$ cat src/rtl/data_path_p.sv
// data_path_p: PC, register file, operand mux and ALU with {Z,N,C,V} flags, sequenced by an
// internal IDLE->READ->EXEC->WB FSM. Latency: done pulses in WB, 3 cycles after the start edge;
// one instruction every 4 cycles. Backpressure: start is ignored while busy (no queueing).
// Ports: clk, rst (async active-low); start + decoded fields in; busy, done, pc_out, alu_out, flags out.
// Optional macro ZERO_REG_EN: reg[0] reads as 0 and writes to it are dropped.
module data_path_p #(
  parameter int DW   = 16,
  parameter int AW   = 2,
  parameter int OFFW = 8,
  parameter int PCW  = 16
) (
  input  logic            clk,
  input  logic            rst,
  input  logic            start,
  input  logic [1:0]      pc_ctrl,
  input  logic [OFFW-1:0] offset_addr,
  input  logic [AW-1:0]   rd,
  input  logic [AW-1:0]   rs,
  input  logic [OFFW-1:0] imm,
  input  logic            alu_in_sel,
  input  logic [3:0]      alu_func,
  input  logic            wb_en,
  output logic            busy,
  output logic            done,
  output logic [PCW-1:0]  pc_out,
  output logic [DW-1:0]   alu_out,
  output logic [3:0]      flags
);

  localparam int NREG = 2 ** AW;
  localparam logic [DW-1:0] DW_V = DW[DW-1:0];

  typedef enum logic [1:0] {IDLE, READ, EXEC, WB} state_t;

  state_t state, state_nxt;

  // instruction fields held for the whole READ/EXEC/WB sequence
  logic [1:0]      pc_ctrl_q;
  logic [OFFW-1:0] offset_q;
  logic [AW-1:0]   rd_q, rs_q;
  logic [OFFW-1:0] imm_q;
  logic            sel_q;
  logic [3:0]      func_q;
  logic            wb_en_q;

  logic [DW-1:0]   regs [NREG];
  logic [DW-1:0]   a_q, b_q;
  logic [DW-1:0]   a_rd, b_rd, b_mux;
  logic            wr_ok;

  // ---------------- FSM ----------------
  always_ff @(posedge clk or negedge rst) begin
    if (!rst) state <= IDLE;
    else      state <= state_nxt;
  end

  always_comb begin
    state_nxt = state;
    case (state)
      IDLE:    if (start) state_nxt = READ;
      READ:    state_nxt = EXEC;
      EXEC:    state_nxt = WB;
      WB:      state_nxt = IDLE;
      default: state_nxt = IDLE;
    endcase
  end

  always_comb begin
    busy = (state != IDLE);
    done = (state == WB);
  end

  // ---------------- register read / operand mux ----------------
`ifdef ZERO_REG_EN
  assign a_rd  = (rd_q == '0) ? '0 : regs[rd_q];
  assign b_rd  = (rs_q == '0) ? '0 : regs[rs_q];
  assign wr_ok = wb_en_q && (rd_q != '0);
`else
  assign a_rd  = regs[rd_q];
  assign b_rd  = regs[rs_q];
  assign wr_ok = wb_en_q;
`endif

  assign b_mux = sel_q ? {{(DW-OFFW){imm_q[OFFW-1]}}, imm_q} : b_rd;

  // ---------------- ALU ----------------
  logic [DW-1:0] res;
  logic [DW:0]   sum_ext;
  logic [DW-1:0] shamt;
  logic          c_f, v_f;

  always_comb begin
    res     = '0;
    c_f     = 1'b0;
    v_f     = 1'b0;
    sum_ext = {1'b0, a_q} + {1'b0, b_q};
    shamt   = b_q % DW_V;
    case (func_q)
      4'h0: begin
        res = sum_ext[DW-1:0];
        c_f = sum_ext[DW];
        v_f = (a_q[DW-1] == b_q[DW-1]) && (res[DW-1] != a_q[DW-1]);
      end
      4'h1: begin
        res = a_q - b_q;
        c_f = (a_q < b_q);
        v_f = (a_q[DW-1] != b_q[DW-1]) && (res[DW-1] != a_q[DW-1]);
      end
      4'h2: res = a_q & b_q;
      4'h3: res = a_q | b_q;
      4'h4: res = a_q ^ b_q;
      4'h5: res = ~a_q;
      4'h6: res = a_q << shamt;
      4'h7: res = a_q >> shamt;
      4'h8: res = $unsigned($signed(a_q) >>> shamt);
      4'h9: res = b_q;
      4'hA: res = {{(DW-1){1'b0}}, ($signed(a_q) < $signed(b_q))};
      default: res = '0;
    endcase
  end

  // ---------------- PC next value ----------------
  // branch uses Z latched in EXEC, i.e. the result of this same instruction
  logic [PCW-1:0] pc_inc, pc_nxt;
  assign pc_inc = pc_out + PCW'(1);

  always_comb begin
    pc_nxt = pc_out;
    case (pc_ctrl_q)
      2'b00: pc_nxt = pc_out;
      2'b01: pc_nxt = pc_inc;
      2'b10: pc_nxt = {{(PCW-OFFW){1'b0}}, offset_q};
      2'b11: pc_nxt = flags[3] ? (pc_out + {{(PCW-OFFW){offset_q[OFFW-1]}}, offset_q}) : pc_inc;
      default: pc_nxt = pc_out;
    endcase
  end

  // ---------------- datapath registers ----------------
  always_ff @(posedge clk or negedge rst) begin
    if (!rst) begin
      pc_ctrl_q <= '0;
      offset_q  <= '0;
      rd_q      <= '0;
      rs_q      <= '0;
      imm_q     <= '0;
      sel_q     <= 1'b0;
      func_q    <= '0;
      wb_en_q   <= 1'b0;
      a_q       <= '0;
      b_q       <= '0;
      alu_out   <= '0;
      flags     <= '0;
      pc_out    <= '0;
      for (int i = 0; i < NREG; i++) regs[i] <= '0;
    end else begin
      case (state)
        IDLE: if (start) begin
          pc_ctrl_q <= pc_ctrl;
          offset_q  <= offset_addr;
          rd_q      <= rd;
          rs_q      <= rs;
          imm_q     <= imm;
          sel_q     <= alu_in_sel;
          func_q    <= alu_func;
          wb_en_q   <= wb_en;
        end
        READ: begin
          a_q <= a_rd;
          b_q <= b_mux;
        end
        EXEC: begin
          alu_out <= res;
          flags   <= {(res == '0), res[DW-1], c_f, v_f};
        end
        WB: begin
          if (wr_ok) regs[rd_q] <= alu_out;
          pc_out <= pc_nxt;
        end
        default: ;
      endcase
    end
  end

endmodule

$ cat config.mk
export PLATFORM = sky130hd
export DESIGN_NAME = data_path_p
export DESIGN_NICKNAME = d
export VERILOG_FILES = /design/src/rtl/data_path_p.sv
export SDC_FILE = /design/constraint.sdc
export NUM_CORES = 1
export LEC_CHECK = 0
export CORE_ASPECT_RATIO = 1.4
export CORE_MARGIN = 3
export CORE_UTILIZATION = 51
export CTS_CLUSTER_SIZE = 40
export DETAILED_ROUTE_END_ITERATION = 16
export HOLD_SLACK_MARGIN = 0.08
export PLACE_DENSITY = 0.7
export SETUP_SLACK_MARGIN = 0.15
export SLEW_MARGIN = 40
export SYNTH_ARGS = -nofsm -noshare
export SYNTH_HDL_FRONTEND = slang
export SYNTH_SLANG_ARGS = --single-unit
$ cat constraint.sdc
create_clock -name clk -period 9.3 [get_ports clk]
set_input_delay 2.79 -clock clk [delete_from_list [all_inputs] [get_ports clk]]
set_output_delay 2.79 -clock clk [all_outputs]
set_load 0.02 [all_outputs]
==> run summary <==
Crit Path Max Fanout = 15
WL per Instance = 23.6 um
Final WL = 39800 um
Clock Skew = 0.00993 ns
Power per standard cell area = 414 mW/mm^2
Worst-Margin Slew = 0.886 ns
H-tree lvl count = 4
FP Rows = 68
CTS tree = done
Crit-path slowest cell = dfrtp_1
Cells after Synth = 1344
Port bufs = 68
GRT overflow = 0
Final Non-Filler Cells = 1685
I/O pin cnt = 69
GPL Wtd Cong = 1.03
Final setup TNS = 0 ns
Fillers = 2117
Sequential area share after synthesis = 0.313
Initial DRC Count = 1065
Worst skew pair latency = 0.43 ns
Clk pwr share = 0.119
Final design utilization = 0.579
Syn_nets = 1453
Cts hold-fix bufs = 0
Top_reg_cell synth = dfrtp_1
Core Box Area = 0.0248 sq mm
Final #Nets = 1468
Achievable Freq = 0.215 GHz
Synthesized area = 0.0129 sq mm
Vias/cell = 6.69
Crit Path Category = reg -> out
Fin crit period = 4.66 ns
Comb pwr share = 0.631
Switching power = 2880 uW
Hold crit path type = reg -> reg
Horiz. Die Dim = 140 um
Crit path max-delay family = flip-flops
Max incr delay on CP = 0.72 ns
Fin crit share = 0.501
Endpoints failing hold = 0
YS warnings = 0
Largest area contributor in the netlist = dfrtp_1
Leak = 0.00597 uW
Largest net degree at the start of global routing = 91
VDD IR max = 0.287 mV
RSZ-0062 raised after global routing = false
Placed Cells = 1655
Internal power = 3060 uW
Initial antenna violation count = 0
Die height = 194 um
Pwr Total = 5930 uW
Residual DRC count = 0
Post-CTS repair timing setup buffer count = 0
Dominant cells by area after synthesis = dfrtp_1 (31%), mux4_2 (8.6%), mux2_2 (8.4%)
Post-DP HPWL = 29200 um
CTS Buf Count = 17
Synth top area share = 0.313
Die ar. = 0.0272 sq mm
Synth unique cells = 94
Crit-path cells = clkdlybuf4s50_1
Synth-to-layout area growth = 11.3%
Diode count = 0
Max Cap Violations = 0
Crit path launch type = flip-flop
Critical Path AT = 1.87 ns
Number of synthesized register bits = 161
Outcome = completed
Final ANT Viol Nets = 0
Post-synth ARST share = 1.00
Finish-stage setup viols = 0
Synth cell count leaders = dfrtp_1 (161), nor2_1 (113), nand2_1 (98)
Initial core utilization = 0.520
Switching Share = 0.485
Rel. slew slack = 0.394
Resized cells post-CTS = 0
First-pass iteration count of the detailed router = 7
Flop pwr share = 0.250
Synthesized area per cell = 9.58 sq um
First-pass GRT wire length = 62900 um
Vias = 11278
Post-synth EDFFs = 0
Total GRT Usage = 0.290
CP endpoint kind = output port
Bufs and invs on worst path = 1
Clock Tree Root = clkbuf_16
Clk slew on worst S/H paths = 0.07 ns
Max-slew violation count = 0
Clk buf depth = 2
WP data required = 6.51 ns
Clock sink total = 161
Cell with the most instances after synthesis = dfrtp_1
Layout cells sized above 1 = 0.172
Vias in the first global route = 11116
[power groups by stage]
stage	logic (uW)	clock network, uW	registers, uW
after floorplan	2720	0	1330
after global placement	3620	0	1450
after detailed placement	3670	0	1480
after CTS	3690	719	1470
after global routing	4030	752	1530
final	3750	708	1480
[sequential cells by signal, indices dropped and copies added (netlist names), 8 cells and up]
name	flops
alu_out	15
pc_out	16
a_q	16
regs	64
imm_q	8
b_q	16
offset_q	8
[cell families (layout without fill, tap and decap cells)]
kind of cell | count (synthesis) | count (layout) | synth area share
buffers and inverters | 160 | 186 | 0.0520
multiplexers | 192 | 192 | 0.210
flip-flops | 161 | 161 | 0.313
adder cells (fa/ha/maj) | 78 | 78 | 0.0775
AND/OR/NAND/NOR | 368 | 368 | 0.141
AO/OA/AOI/OAI | 370 | 370 | 0.197
XOR/XNOR | 15 | 15 | 0.0102
[placed cells by master, fill, tap and decap left out, drive strengths merged, types with 28 or more instances in the layout]
master and instances:
dfrtp 161, nor2 113, mux2 103, nand2 98, a21oi 92, ha 75, o21ai 72, clkdlybuf4s50 67
inv 65, mux4 51, mux2i 38, nor3 28
[per-layer routing]
metal | GRT usage | vias to the layer above | routed length (um)
li1 | - | 5065 | -
met1 | 0.359 | 5586 | 15600
met2 | 0.501 | 520 | 20100
met3 | 0.0412 | 107 | 2270
met4 | 0.131 | 0 | 1820
met5 | 0 | - | 0
[stage by stage]
stage               hold slack (ns)  setup slack (ns)  cell area [sq um]
finish                        0.508              4.64              14300
global route                  0.534              4.56              14300
CTS                           0.509              4.64              14300
detailed placement            0.495              4.73              13700
global placement              0.475              4.74              13700
floorplan                     0.461              5.42              12900
[layout make-up]
| type | count | area (sq um) | share of cell area |
|---|---|---|---|
| clock buffer | 21 | 450 | 0.0314 |
| multi-input combinational | 1023 | 8210 | 0.573 |
| sequential | 161 | 4030 | 0.281 |
| timing repair buffer | 93 | 880 | 0.0614 |
| clock inverter | 9 | 133 | 0.00925 |
| tap | 315 | 394 | 0.0275 |
| inverter | 63 | 236 | 0.0165 |
[final timing paths]
kind                                from       end  slack (ns)  depth (start not counted)
worst min-delay path            regs[30]  regs[30]        0.51                          2
min in group asynchronous            rst  regs[42]        2.41                          1
worst min register to register  regs[30]  regs[30]        0.51                          2
worst max register to register    b_q[1]  flags[2]        4.97                         12
worst max-delay path            flags[3]  flags[3]        4.64                          1
max in group asynchronous            rst    b_q[0]        5.70                          2
[worst min-delay path, stage by stage (launching register included)]
cell and delay (ns):
dfrtp_1 0.36, nand2_1 0.05, o21ai_0 0.06
Power figures use the tool's default switching activity.
